## src/rtl/coherent_qpsk_receiver_pkg.sv

```systemverilog
// Shared types and defaults for the coherent QPSK receive path.
// The Gray mapping helpers convert between quadrant ordinals and line dibits.
package photonic_rx_pkg;

  typedef enum logic [1:0] {
    IDLE     = 2'd0,
    HUNT     = 2'd1,
    PREAMBLE = 2'd2,
    TRACK    = 2'd3
  } rx_state_t;

  localparam int DEF_SAMPLE_W         = 12;
  localparam int DEF_PREAMBLE_LEN     = 8;
  localparam logic [15:0] DEF_PREAMBLE = 16'h72D0;
  localparam int DEF_POWER_THRESH     = 256;
  localparam int DEF_ENERGY_RUN       = 4;
  localparam int DEF_ERR_THRESH       = 512;
  localparam int DEF_LOSS_COUNT       = 16;
  localparam int DEF_PREAMBLE_TIMEOUT = 64;
  localparam int DEF_FIFO_DEPTH       = 4;

  function automatic logic [1:0] ord_to_dibit(input logic [1:0] o);
    case (o)
      2'd0:    return 2'b00;
      2'd1:    return 2'b10;
      2'd2:    return 2'b11;
      default: return 2'b01;
    endcase
  endfunction

  function automatic logic [1:0] dibit_to_ord(input logic [1:0] d);
    case (d)
      2'b00:   return 2'd0;
      2'b10:   return 2'd1;
      2'b11:   return 2'd2;
      default: return 2'd3;
    endcase
  endfunction

endpackage

```

## src/rtl/rx_symbol_fifo.sv

```systemverilog
// Show-ahead synchronous FIFO; a write while full is accepted only when a pop
// frees a slot on the same edge.
module rx_symbol_fifo #(
  parameter int WIDTH = 2,
  parameter int DEPTH = 4
) (
  input  logic                     clk,
  input  logic                     rst_n,
  input  logic                     wr_en,
  input  logic [WIDTH-1:0]         wr_data,
  input  logic                     rd_en,
  output logic [WIDTH-1:0]         rd_data,
  output logic                     full,
  output logic                     empty,
  output logic [$clog2(DEPTH):0]   level
);
  localparam int AW = $clog2(DEPTH);

  logic [DEPTH-1:0][WIDTH-1:0] mem_q, mem_d;
  logic [AW-1:0] wr_ptr_q, wr_ptr_d, rd_ptr_q, rd_ptr_d;
  logic [AW:0]   level_q, level_d;
  logic          push, pop;

  assign full    = (level_q == (AW+1)'(DEPTH));
  assign empty   = (level_q == '0);
  assign level   = level_q;
  assign rd_data = mem_q[rd_ptr_q];
  assign pop     = rd_en && !empty;
  assign push    = wr_en && (!full || pop);

  always_comb begin
    mem_d    = mem_q;
    wr_ptr_d = wr_ptr_q;
    rd_ptr_d = rd_ptr_q;
    level_d  = level_q;
    if (push) begin
      mem_d[wr_ptr_q] = wr_data;
      wr_ptr_d        = wr_ptr_q + 1'b1;
    end
    if (pop) rd_ptr_d = rd_ptr_q + 1'b1;
    case ({push, pop})
      2'b10:   level_d = level_q + 1'b1;
      2'b01:   level_d = level_q - 1'b1;
      default: level_d = level_q;
    endcase
  end

  always_ff @(posedge clk or negedge rst_n) begin
    if (!rst_n) begin
      mem_q    <= '0;
      wr_ptr_q <= '0;
      rd_ptr_q <= '0;
      level_q  <= '0;
    end else begin
      mem_q    <= mem_d;
      wr_ptr_q <= wr_ptr_d;
      rd_ptr_q <= rd_ptr_d;
      level_q  <= level_d;
    end
  end

endmodule

```

## src/rtl/coherent_qpsk_receiver.sv

```systemverilog
// QPSK receiver: energy detect, preamble search over 4 phase ambiguities,
// derotation/slicing, lock monitoring and a handshaked symbol FIFO.
module coherent_qpsk_receiver
  import photonic_rx_pkg::*;
#(
  parameter int SAMPLE_W         = DEF_SAMPLE_W,
  parameter int PREAMBLE_LEN     = DEF_PREAMBLE_LEN,
  parameter logic [2*PREAMBLE_LEN-1:0] PREAMBLE = DEF_PREAMBLE,
  parameter int POWER_THRESH     = DEF_POWER_THRESH,
  parameter int ENERGY_RUN       = DEF_ENERGY_RUN,
  parameter int ERR_THRESH       = DEF_ERR_THRESH,
  parameter int LOSS_COUNT       = DEF_LOSS_COUNT,
  parameter int PREAMBLE_TIMEOUT = DEF_PREAMBLE_TIMEOUT,
  parameter int FIFO_DEPTH       = DEF_FIFO_DEPTH
) (
  input  logic                          clk,
  input  logic                          rst_n,
  input  logic [SAMPLE_W-1:0]           sample_i,
  input  logic [SAMPLE_W-1:0]           sample_q,
  input  logic                          sample_valid,
  output logic [1:0]                    sym_data,
  output logic                          sym_valid,
  input  logic                          sym_ready,
  output logic                          carrier_locked,
  output logic [1:0]                    rot_state,
  output logic [SAMPLE_W+1:0]           phase_err,
  output logic [1:0]                    rx_state,
  output logic                          overflow,
  input  logic                          clear_overflow,
  output logic [$clog2(FIFO_DEPTH):0]   fifo_level
);
  localparam int EW = $clog2(ENERGY_RUN + 1);
  localparam int CW = $clog2(PREAMBLE_TIMEOUT + 1);
  localparam int LW = $clog2(LOSS_COUNT + 1);
  localparam int SRW = 2 * PREAMBLE_LEN;
  localparam logic [SAMPLE_W-1:0] S_MAX = {1'b0, {(SAMPLE_W-1){1'b1}}};
  localparam logic [SAMPLE_W-1:0] S_MIN = {1'b1, {(SAMPLE_W-1){1'b0}}};
  localparam logic [SAMPLE_W:0]   PWR_T = (SAMPLE_W+1)'(POWER_THRESH);
  localparam logic [SAMPLE_W+1:0] ERR_T = (SAMPLE_W+2)'(ERR_THRESH);

  function automatic logic [SAMPLE_W-1:0] sat_abs(input logic [SAMPLE_W-1:0] x);
    if (!x[SAMPLE_W-1]) return x;
    if (x == S_MIN)     return S_MAX;
    return -x;
  endfunction

  function automatic logic match_k(input logic [SRW-1:0] sr, input logic [1:0] k);
    logic ok;
    ok = 1'b1;
    for (int i = 0; i < PREAMBLE_LEN; i++)
      if (2'(sr[2*i +: 2] + k) != PREAMBLE[2*i +: 2]) ok = 1'b0;
    return ok;
  endfunction

  // stage 1 registers
  logic                  vld_pipe_q, vld_pipe_d;
  logic                  present_q, present_d;
  logic [1:0]            r_q, r_d;
  logic [SAMPLE_W+1:0]   err_q, err_d;
  logic [SAMPLE_W-1:0]   abs_i, abs_q;
  logic [SAMPLE_W:0]     mag;
  logic [SAMPLE_W+1:0]   si_x, sq_x;

  // stage 2 state
  rx_state_t             state_q, state_d;
  logic [EW-1:0]         energy_q, energy_d;
  logic [SRW-1:0]        sr_q, sr_d, sr_shift;
  logic [CW-1:0]         symcnt_q, symcnt_d;
  logic [LW-1:0]         loss_q, loss_d;
  logic [1:0]            rot_q, rot_d, k_sel;
  logic                  overflow_q, overflow_d;
  logic                  match_any, bad, wr_en, fifo_full, fifo_empty, pop;
  logic [SAMPLE_W+1:0]   err_abs;
  logic [1:0]            wr_data;

  always_comb begin
    abs_i      = sat_abs(sample_i);
    abs_q      = sat_abs(sample_q);
    mag        = {1'b0, abs_i} + {1'b0, abs_q};
    si_x       = {{2{sample_i[SAMPLE_W-1]}}, sample_i};
    sq_x       = {{2{sample_q[SAMPLE_W-1]}}, sample_q};
    vld_pipe_d = sample_valid;
    present_d  = present_q;
    r_d        = r_q;
    err_d      = err_q;
    if (sample_valid) begin
      present_d = (mag >= PWR_T);
      // quadrant ordinal: Q sign is the MSB, I xor Q sign the LSB
      r_d       = {sample_q[SAMPLE_W-1], sample_i[SAMPLE_W-1] ^ sample_q[SAMPLE_W-1]};
      err_d     = (sample_i[SAMPLE_W-1] ? -sq_x : sq_x) - (sample_q[SAMPLE_W-1] ? -si_x : si_x);
    end
  end

  assign sr_shift = {r_q, sr_q[SRW-1:2]};
  assign err_abs  = err_q[SAMPLE_W+1] ? -err_q : err_q;
  assign bad      = !present_q || (err_abs > ERR_T);

  // descending scan so the lowest matching rotation is the one kept
  always_comb begin
    match_any = 1'b0;
    k_sel     = 2'd0;
    for (int k = 3; k >= 0; k--)
      if (match_k(sr_shift, 2'(k))) begin
        match_any = 1'b1;
        k_sel     = 2'(k);
      end
  end

  always_comb begin
    state_d  = state_q;
    energy_d = energy_q;
    sr_d     = sr_q;
    symcnt_d = symcnt_q;
    loss_d   = loss_q;
    rot_d    = rot_q;
    wr_en    = 1'b0;
    wr_data  = ord_to_dibit(2'(r_q + rot_q));
    unique case (state_q)
      IDLE: state_d = HUNT;
      HUNT: if (vld_pipe_q) begin
        if (present_q) begin
          energy_d = energy_q + 1'b1;
          if (energy_d == EW'(ENERGY_RUN)) begin
            state_d  = photonic_rx_pkg::PREAMBLE;
            energy_d = '0;
            sr_d     = '0;
            symcnt_d = '0;
          end
        end else energy_d = '0;
      end
      photonic_rx_pkg::PREAMBLE: if (vld_pipe_q) begin
        if (!present_q) begin
          state_d  = HUNT;
          energy_d = '0;
        end else begin
          sr_d     = sr_shift;
          symcnt_d = symcnt_q + 1'b1;
          if (symcnt_d >= CW'(PREAMBLE_LEN) && match_any) begin
            state_d = TRACK;
            rot_d   = k_sel;
            loss_d  = '0;
          end else if (symcnt_d >= CW'(PREAMBLE_TIMEOUT)) begin
            state_d  = HUNT;
            energy_d = '0;
          end
        end
      end
      TRACK: if (vld_pipe_q) begin
        wr_en = 1'b1;
        if (bad) begin
          loss_d = loss_q + 1'b1;
          if (loss_d == LW'(LOSS_COUNT)) begin
            state_d  = HUNT;
            energy_d = '0;
            loss_d   = '0;
          end
        end else loss_d = '0;
      end
    endcase
  end

  assign pop = sym_valid && sym_ready;

  always_comb begin
    overflow_d = overflow_q;
    if (clear_overflow) overflow_d = 1'b0;
    if (wr_en && fifo_full && !pop) overflow_d = 1'b1;
  end

  rx_symbol_fifo #(.WIDTH(2), .DEPTH(FIFO_DEPTH)) u_fifo (
    .clk     (clk),
    .rst_n   (rst_n),
    .wr_en   (wr_en),
    .wr_data (wr_data),
    .rd_en   (sym_ready),
    .rd_data (sym_data),
    .full    (fifo_full),
    .empty   (fifo_empty),
    .level   (fifo_level)
  );

  always_ff @(posedge clk or negedge rst_n) begin
    if (!rst_n) begin
      vld_pipe_q <= 1'b0;
      present_q  <= 1'b0;
      r_q        <= '0;
      err_q      <= '0;
      state_q    <= IDLE;
      energy_q   <= '0;
      sr_q       <= '0;
      symcnt_q   <= '0;
      loss_q     <= '0;
      rot_q      <= '0;
      overflow_q <= 1'b0;
    end else begin
      vld_pipe_q <= vld_pipe_d;
      present_q  <= present_d;
      r_q        <= r_d;
      err_q      <= err_d;
      state_q    <= state_d;
      energy_q   <= energy_d;
      sr_q       <= sr_d;
      symcnt_q   <= symcnt_d;
      loss_q     <= loss_d;
      rot_q      <= rot_d;
      overflow_q <= overflow_d;
    end
  end

  assign sym_valid      = !fifo_empty;
  assign carrier_locked = (state_q == TRACK);
  assign rot_state      = rot_q;
  assign phase_err      = err_q;
  assign rx_state       = state_q;
  assign overflow       = overflow_q;

endmodule

```

## config.mk

```make
export PLATFORM = sky130hd
export DESIGN_NAME = coherent_qpsk_receiver
export DESIGN_NICKNAME = d
export VERILOG_FILES = /design/src/rtl/coherent_qpsk_receiver_pkg.sv /design/src/rtl/rx_symbol_fifo.sv /design/src/rtl/coherent_qpsk_receiver.sv
export SDC_FILE = /design/constraint.sdc
export NUM_CORES = 1
export LEC_CHECK = 0
export ABC_AREA = 1
export BUFFER_PORTS_ARGS = -buffer_cell sky130_fd_sc_hd__buf_4
export CAP_MARGIN = 20
export CORE_UTILIZATION = 35
export DETAILED_ROUTE_END_ITERATION = 8
export PLACE_DENSITY_LB_ADDON = 0.05
export SLEW_MARGIN = 20
export SYNTH_ARGS = -nofsm -noshare
export SYNTH_HDL_FRONTEND = slang
export SYNTH_SLANG_ARGS = --single-unit
```

## constraint.sdc

```tcl
create_clock -name clk -period 2.6 [get_ports clk]
set_input_delay 0.13 -clock clk [delete_from_list [all_inputs] [get_ports clk]]
set_output_delay 0.13 -clock clk [all_outputs]
set_load 0.005 [all_outputs]
```

=== Yosys cells after proc, flatten, opt, wreduce, memory -nomap -nowiden ===
Cells that the tools add are included.

* Bits in registers: 69
* Logic and storage cells: 253
* Bits of input ports: 29
* Output and inout port bits: 26

* Eq/ne operators: 44
* $lt $le $gt $ge: 7
* Bitwise logic cells: 1
* Add/sub/neg operators: 39
* Reductions and logical operators: 37
* Mux-type cells: 107

{| class="wikitable"
|+ Operators by type and width
! operator !! count
|-
| $mux 12 || 8
|-
| $mux 16 || 5
|-
| $mux 1 || 44
|-
| $mux 14 || 3
|-
| $neg 14->14 || 3
|-
| $ne 2x2->1 const B || 18
|-
| $mux 7 || 5
|-
| $add 2x2->2 const B || 16
|-
| $mux 2 || 16
|-
| $pmux 16 s2 || 1
|-
| $reduce_bool 2->1 || 16
|-
| $mux 3 || 10
|-
| $mux 5 || 6
|-
| $eq 12x12->1 const B || 2
|-
| $neg 12->12 || 2
|-
| $ne 2x1->1 const B || 11
|-
| $add 2x1->2 const B || 10
|-
| $reduce_and 8->1 || 2
|-
| $gt 14x10->1 const B || 1
|-
| $pmux 7 s2 || 1
|-
| $sub 14x14->14 || 1
|-
| $add 12x12->13 || 1
|-
| $ge 13x9->1 const B || 1
|-
| $pmux 5 s2 || 1
|-
| other kinds (32) || 51
|}

=== Longest topological paths before layout ===
Gate-level depths: netlist (run 1).

* Word-level depth: 19
* Mapped depth: 21
* Gate-level depth less buffers: 21

=== Cells and area by module ===
From an unflattened synthesis (run 1), not the netlist that was laid out.

* Cells, all modules: 816
* Area total of the unflattened synthesis: 5,671.7 sq um

{| class="wikitable"
|+ Modules (own cells, without submodules)
! module !! times used !! area an instance (sq um) !! cells each
|-
| coherent_qpsk_receiver || 1 || 4,838.4 || 725
|-
| rx_symbol_fifo || 1 || 833.3 || 91
|}

=== Worst setup path after synthesis (run 1) ===
OpenSTA, ideal clock, no wires.

* Path type: input port to flip-flop
* Start: in sample_i[0]
* End: reg err_q[11] (netlist: phase_err[11])
* Arrival time: 2.071 ns
* Buffers on the path: 0
* Library setup time: 0.133 ns
* Stages: 15
* Data required time: 2.467 ns
* Setup slack: 0.396 ns
* Cell sequence: inv_1 > ha_1 > nand3_2 > nor2_2 > nand3_2 > nor2_2 > a21oi_1 > xor2_1 > inv_1 > ha_1 > a21oi_1 > a21boi_0 > nand4_1 > nand3_1 > o21ai_0

* Longest elaborated chain between the ends: 3

{| class="wikitable"
|+ Ends and longest elaborated chain
! element !! line !! RTL
|-
| from (decl) || coherent_qpsk_receiver.sv:18 || <nowiki>input logic [SAMPLE_W-1:0] sample_i,</nowiki>
|-
| $neg 14->14 || coherent_qpsk_receiver.sv:90 || <nowiki>err_d = (sample_i[SAMPLE_W-1] ? -sq_x : sq_x) - (sample_q[SAMPLE_W-1] ? -si_x : si_x);</nowiki>
|-
| $mux 14 * || coherent_qpsk_receiver.sv:90 ||
|-
| $sub 14x14->14 * || coherent_qpsk_receiver.sv:90 ||
|-
| to (signal assigned) || coherent_qpsk_receiver.sv:199 || <nowiki>err_q <= err_d;</nowiki>
|-
| to (decl) || coherent_qpsk_receiver.sv:59 || <nowiki>logic [SAMPLE_W+1:0] err_q, err_d;</nowiki>
|}

Every way passes the cells marked *; elsewhere a longest branch is shown, timed or not.
A chain may end at the register's enable or synchronous reset.

=== Worst setup path after layout (run 1) ===
* Start: in sample_q[0]
* End: reg present_q

* Longest elaborated chain between the ends: 7
* Elaborated cells between the ends (all ways): 10

{| class="wikitable"
|+ Ends and longest elaborated chain
! element !! line !! RTL
|-
| from (decl) || coherent_qpsk_receiver.sv:19 || <nowiki>input logic [SAMPLE_W-1:0] sample_q,</nowiki>
|-
| parallel branches: the longest is 4 deep, another holds $neg 12->12 || n/a ||
|-
| $mux 12 * || coherent_qpsk_receiver.sv:43 || <nowiki>if (x == S_MIN) return S_MAX;</nowiki>
|-
| $add 12x12->13 * || coherent_qpsk_receiver.sv:79 || <nowiki>mag = {1'b0, abs_i} + {1'b0, abs_q};</nowiki>
|-
| $ge 13x9->1 * || coherent_qpsk_receiver.sv:87 || <nowiki>present_d = (mag >= PWR_T);</nowiki>
|-
| to (signal assigned) || coherent_qpsk_receiver.sv:197 || <nowiki>present_q <= present_d;</nowiki>
|-
| to (decl) || coherent_qpsk_receiver.sv:57 || <nowiki>logic present_q, present_d;</nowiki>
|}

Every way passes the cells marked *. The select of a mux whose other input is x is not followed.

==> qor.yml, run 1 <==
status:
  status: "finished clean"
setup_path:
  ff2ff_path_depth: 10
  timing.rr.end: "u_fifo.level[2]$_DFFE_PN0P_"
  critPathMaxFanout: 4
  reg2reg_slack_ns: 0.43
  critical_path.startpoint_type: "primary input"
  worstPathArrival_ns: 2.55
  critPathCaptureType: "register"
  critical_path_required_ns: 2.79
  crit_type: "in -> reg"
  reg2reg_from: "rx_state[0]$_DFFE_PN0P_"
power_and_ir_drop:
  p_total_uw: 4500
  p_leak_uw: 0.00347
  ir_drop_uv: 329
  p_per_area_nw_per_um2: 660
clocking:
  cts-htree-levels: 3
  cts_tree: "yes"
  cts.sinks: 67
  cts_buffer_depth: 2
  worstSkewPairLatency_ns: 0.34
  cts_root_buffer: "clkbuf_16"
  cts_made_buffers: 9
  clk_pin_slew_ns: 0.06
layout:
  finalNonFillerCells: 1100
  drive_above_1_share_pct: 18.0
  fill_cells: 1665
  fin_nets: 956
  stdcell_area_um2: 6820
  final-seq-area_um2: 1680
  post-route-util_pct: 43.1
  diodes: 0
  multi_input_area_um2: 3450
  area_delta_synth_final_pct: 20.4
placed_design:
  hpwl_um: 11900
  port_buffers: 54
  routabilityCongestion: 0.877
  placed_cells: 1081
  placed_area_um2: 6450
floorplanning:
  die-width_um: 129
  die_h_um: 129
  num_rows: 46
  design.core.area_um2: 15800
  io_pins: 55
  start_util_pct: 35.8
  die_area_um2: 16700
timing:
  finalClockSkew_ns: 0.00641
  final-max-slew-violation-count: 0
  tightest_slew_ns: 0.898
  fmax_ghz: 0.424
  maxSlewHeadroom_pct: 40.1
  finalHoldViolations: 0
  period_share_pct: 90.7
  setup_violations: 0
  fin_crit_ns: 2.36
drt:
  vias: 5437
  drt_iter0_drc: 252
  wl_um: 15200
  remaining_drc_errors: 0
  avgRoutedWirePerCell_um: 13.9
  firstDrtPassIters: 6
  ant_nets: 0
  vias_per_cell: 4.94
yosys:
  synthCells: 799
  synth_seq_area_share_pct: 29.6
  synth_edf_count: 0
  postSynthAreaPerCell_um2: 7.09
  yosysTopAreaCell: "dfrtp_1"
  async_flop_share_pct: 100
  synth_area_leaders: "dfrtp_1 (30%), nand2_1 (13%), ha_1 (9.9%)"
  synth.cell_area_um2: 5660
  yosysWarnings: 0
  yosysUniqueCellTypes: 52
  yosys.area.top_type_share_pct: 29.6
  synthesis.nets: 876
  ys_ff_latch: 67
  synth-main-ff-cell: "dfrtp_1"
min_path:
  hold_end: "vld_pipe_q$_DFF_PN0_"
  hold_path_class: "in -> reg"
  hp-start: "sample_valid"
  min_path_cells: 1
grt:
  grt_pass1_vias: 5239
  gr-total-overflow: 0
  antenna_found_initial: 0
  grt_pass1_wl_um: 25200
  grt_max_degree: 68
  grt_util_all_layers_pct: 19.4
run:
  cap_violations: 0
Yosys cell counts, drive strengths merged (2+ instances only):
master / count
nand2: 201
inv: 128
nor2: 71
o21ai: 69
dfrtp: 67
nand3: 57
ha: 45
a21oi: 30
o22ai: 27
xor2: 19
nand4: 14
nor3: 10
buf: 9
xnor2: 8
a22oi: 5
clkbuf: 4
mux2: 4
nor4: 4
or2: 4
a31oi: 3
fa: 3
a21boi: 2
nand3b: 2
o211ai: 2
cell usage in the layout (no fill, tap or decap), types with 9 or more instances in the layout:
| master | synthesis | routed |
|---|---|---|
| dfrtp_1 | 67 | 67 |
| inv_1 | 115 | 115 |
| o22ai_1 | 27 | 27 |
| nand4_1 | 11 | 11 |
| nor2_2 | 9 | 10 |
| nor3_1 | 9 | 9 |
| clkbuf_16 | 0 | 9 |
| inv_2 | 13 | 13 |
| buf_4 | 2 | 80 |
| nand2_1 | 191 | 191 |
| ha_1 | 45 | 43 |
| o21ai_0 | 57 | 57 |
| a21oi_1 | 28 | 27 |
| o21ai_1 | 11 | 11 |
| xor2_1 | 17 | 17 |
| nand3_1 | 52 | 52 |
| nor2_1 | 59 | 58 |
metal layers:
| metal | vias up | global-route usage, % | wire length (um) |
|---|---|---|---|
| met5 | - | 0 | 0 |
| met4 | 0 | 5.95 | 215 |
| met3 | 19 | 3.47 | 436 |
| met2 | 76 | 34.3 | 7700 |
| met1 | 2569 | 23.8 | 6890 |
| li1 | 2773 | - | - |
kinds of logic after synthesis:
kind of cell | count (synthesis) | synth area share [%]
buf+inv | 142 | 9.81
compound gates | 144 | 14.5
fa+ha+maj | 48 | 11.0
mux | 4 | 0.796
flops | 67 | 29.6
simple gates | 367 | 29.8
xor+xnor | 27 | 4.44
worst max-delay path: stages:
cell and delay (ns):
buf_4 0.10, inv_1 0.12, ha_2 0.24, nand4_2 0.16, nor2_2 0.18, nand4_4 0.13, o21ai_4 0.23, buf_4 0.15
buf_4 0.10, o22ai_1 0.08, inv_1 0.08, ha_1 0.24, a21oi_1 0.16, nand2_1 0.07, a21oi_1 0.14, o21ai_0 0.09
nand2_1 0.08, a22oi_1 0.06
worst max-delay path by stage:
stage | from | endpoint | slack, ns | cells after the start
finish | sample_q[0] | present_q$_DFFE_PN0P_ | 0.24 | 18
global route | sample_i[0] | present_q$_DFFE_PN0P_ | -0.004 | 19
CTS | sample_q[0] | present_q$_DFFE_PN0P_ | 0.23 | 19
detailed placement | sample_q[0] | present_q$_DFFE_PN0P_ | -0.11 | 19
global placement | sample_q[0] | present_q$_DFFE_PN0P_ | -0.10 | 19
floorplan | sample_i[0] | phase_err[11]$_DFFE_PN0P_ | 0.40 | 15
sequential cells by signal, summed over array words and instances (netlist names):
name,count
r_q,2
u_fifo.mem_q,8
rx_state,2
vld_pipe_q,1
sr_q,14
rot_state,2
overflow,1
loss_q,5
phase_err,14
u_fifo.rd_ptr_q,2
present_q,1
energy_q,3
u_fifo.wr_ptr_q,2
symcnt_q,7
u_fifo.level,3
report_power, final:
group	internal [uW]	switching [uW]
Clock	821	473
Combinational	748	995
Sequential	1260	203
final cells by class:
cell class / instances / share of cell area (%)
multi-input cells: 590 / 50.6
flip-flops and latches: 67 / 24.6
repair buffers: 82 / 9.10
inverters: 129 / 7.12
clock buffers: 13 / 3.96
well taps: 216 / 3.96
clock inverters: 3 / 0.661
repair_timing:
item,CTS,global route
endpoints found under the setup margin,0,3
resized for setup,0,5
buffers inserted,0,1
hold buffers,2,0
hold endpoints to repair,68,0
metrics by stage:
step	setup slack (ns)	TNS (ns)	hold slack, ns
floorplan	0.396	0	-0.166
finish	0.241	0	0.0153
CTS	0.234	0	0.00844
global route	-0.00412	-0.00412	0.0116
global placement	-0.105	-0.144	0.309
detailed placement	-0.112	-0.236	0.325
No activity file was read; power rests on OpenSTA's default activity.
==> run 2: changes to the inputs <==
- CORE_ASPECT_RATIO: unset -> 0.7
- CTS_CLUSTER_DIAMETER: unset -> 150
==> qor.yml, run 2 (synthesis gave the netlist of run 1 again) <==
status:
  status: "finished clean"
clocking:
  cts_buffer_depth: 2
  cts-htree-levels: 3
  clk_pin_slew_ns: 0.06
  cts.sinks: 67
  worstSkewPairLatency_ns: 0.34
  cts_root_buffer: "clkbuf_16"
  cts_made_buffers: 9
  cts_tree: "yes"
timing:
  finalClockSkew_ns: 0.00821
  finalHoldViolations: 0
  tightest_slew_ns: 0.890
  finalSetupTns_ns: 0
  finalWorstSetupSlack_ns: 0.175
  whs_ns: 0.0398
  setup_violations: 0
  period_share_pct: 93.3
  fmax_ghz: 0.412
  final-max-slew-violation-count: 0
  maxSlewHeadroom_pct: 40.7
  fin_crit_ns: 2.43
drt:
  drt_iter0_drc: 447
  remaining_drc_errors: 0
  vias: 5675
  firstDrtPassIters: 5
  avgRoutedWirePerCell_um: 15.2
  vias_per_cell: 5.06
  ant_nets: 0
  wl_um: 17100
floorplanning:
  num_rows: 38
  start_util_pct: 36.2
  design.core.area_um2: 15600
  io_pins: 55
  die_area_um2: 16700
  die-width_um: 154
  die_h_um: 108
placed_design:
  dpl_worst_slack_ns: -0.286
  routabilityCongestion: 0.848
  port_buffers: 54
  placed_cells: 1102
  hpwl_um: 13900
setup_path:
  ff2ff_path_depth: 10
  worstPathArrival_ns: 2.68
  slowest_stage: "o21ai_4"
  cp.depth: 19
  critPathLaunch: "sample_q[0]"
  critical_path.startpoint_type: "primary input"
  critical-path-top-delay-family: "compound AO/OA/AOI/OAI gates"
  critPathMaxFanout: 5
  timing.rr.end: "u_fifo.level[2]$_DFFE_PN0P_"
  reg2reg_slack_ns: 0.39
  critical_path_required_ns: 2.85
  reg2reg_from: "rx_state[0]$_DFFE_PN0P_"
  cp-endpoint: "present_q$_DFFE_PN0P_"
  critPathBufInv: 4
  crit_top_cell: "nand2_1"
  crit_chain: "buf_4, inv_1, ha_2, nand4_2, nor2_4, nand4_4, o21ai_4, inv_2, nand2_1, o21ai_1, inv_1, ha_1, a21oi_1, nand2_1, a21oi_2, nor2_1, o21ai_0, nand2_1, a22oi_2"
  slowest_delay_ns: 0.26
  critPathCaptureType: "register"
  crit_type: "in -> reg"
min_path:
  hold_path_class: "in -> reg"
layout:
  layout.cells.most_common: "nand2_1"
  final_cell_mix: "nand2_1 (191), buf_4 (118), inv_1 (114), dfrtp_1 (67), nor2_1 (59)"
  drive_above_1_share_pct: 22.2
  finalNonFillerCells: 1122
  fin_nets: 994
  fill_cells: 1606
  area_delta_synth_final_pct: 25.4
  diodes: 0
power_and_ir_drop:
  p_leak_uw: 0.00364
  p_per_area_nw_per_um2: 631
  ir_drop_uv: 344
  p_total_uw: 4480
run:
  cap_violations: 0
grt:
  grt_max_degree: 68
  gr-total-overflow: 0
  grt_pass1_wl_um: 28100
  grt_util_all_layers_pct: 21.8
  antenna_found_initial: 0
  grt_pass1_vias: 5310
-- run 2: per-layer routing --
| metal | vias up | wire [um] | track usage, % |
|---|---|---|---|
| met5 | - | 0 | 0 |
| met4 | 0 | 85 | 2.79 |
| met3 | 11 | 1200 | 4.13 |
| met2 | 154 | 6140 | 27.7 |
| met1 | 2656 | 9670 | 36.6 |
| li1 | 2854 | - | - |
-- run 2: cell type report --
cell class / instances / area (um2) / area share (%)
multi-input cells: 590 / 3500 / 49.3
flip-flops and latches: 67 / 1680 / 23.6
repair buffers: 120 / 906 / 12.8
inverters: 129 / 488 / 6.87
well taps: 200 / 250 / 3.53
clock buffers: 10 / 239 / 3.37
clock inverters: 6 / 41.3 / 0.582
-- run 2: timing repair --
action | 4_1_cts | 5_1_grt
gates resized for setup | 0 | 18
hold buffers | 2 | 0
setup buffers | 0 | 2
hold endpoints to repair | 68 | 0
endpoints found under the setup margin | 0 | 5
-- run 2: worst min-delay path by stage --
stage / from / endpoint / slack [ns] / cells after the start
6_report: sample_valid / vld_pipe_q$_DFF_PN0_ / 0.04 / 1
5_1_grt: sample_valid / vld_pipe_q$_DFF_PN0_ / 0.03 / 1
4_1_cts: sample_valid / vld_pipe_q$_DFF_PN0_ / 0.03 / 1
3_5_place_dp: rst_n / phase_err[0]$_DFFE_PN0P_ / 0.31 / 1
3_3_place_gp: rst_n / phase_err[0]$_DFFE_PN0P_ / 0.30 / 1
2_1_floorplan: rst_n / energy_q[0]$_DFFE_PN0P_ / -0.17 / 0
-- run 2: stage by stage --
step	utilization [%]	cell area, um2
3_3_place_gp	42.9	6710
5_1_grt	45.4	7100
6_report	45.4	7100
2_1_floorplan	-	5660
4_1_cts	44.8	7010
3_5_place_dp	42.9	6710
-- run 2: power breakdown --
group | internal, uW | total [uW] | switching [uW]
sequential | 1260 | 1490 | 226
combinational | 808 | 1860 | 1050
clock | 669 | 1140 | 471
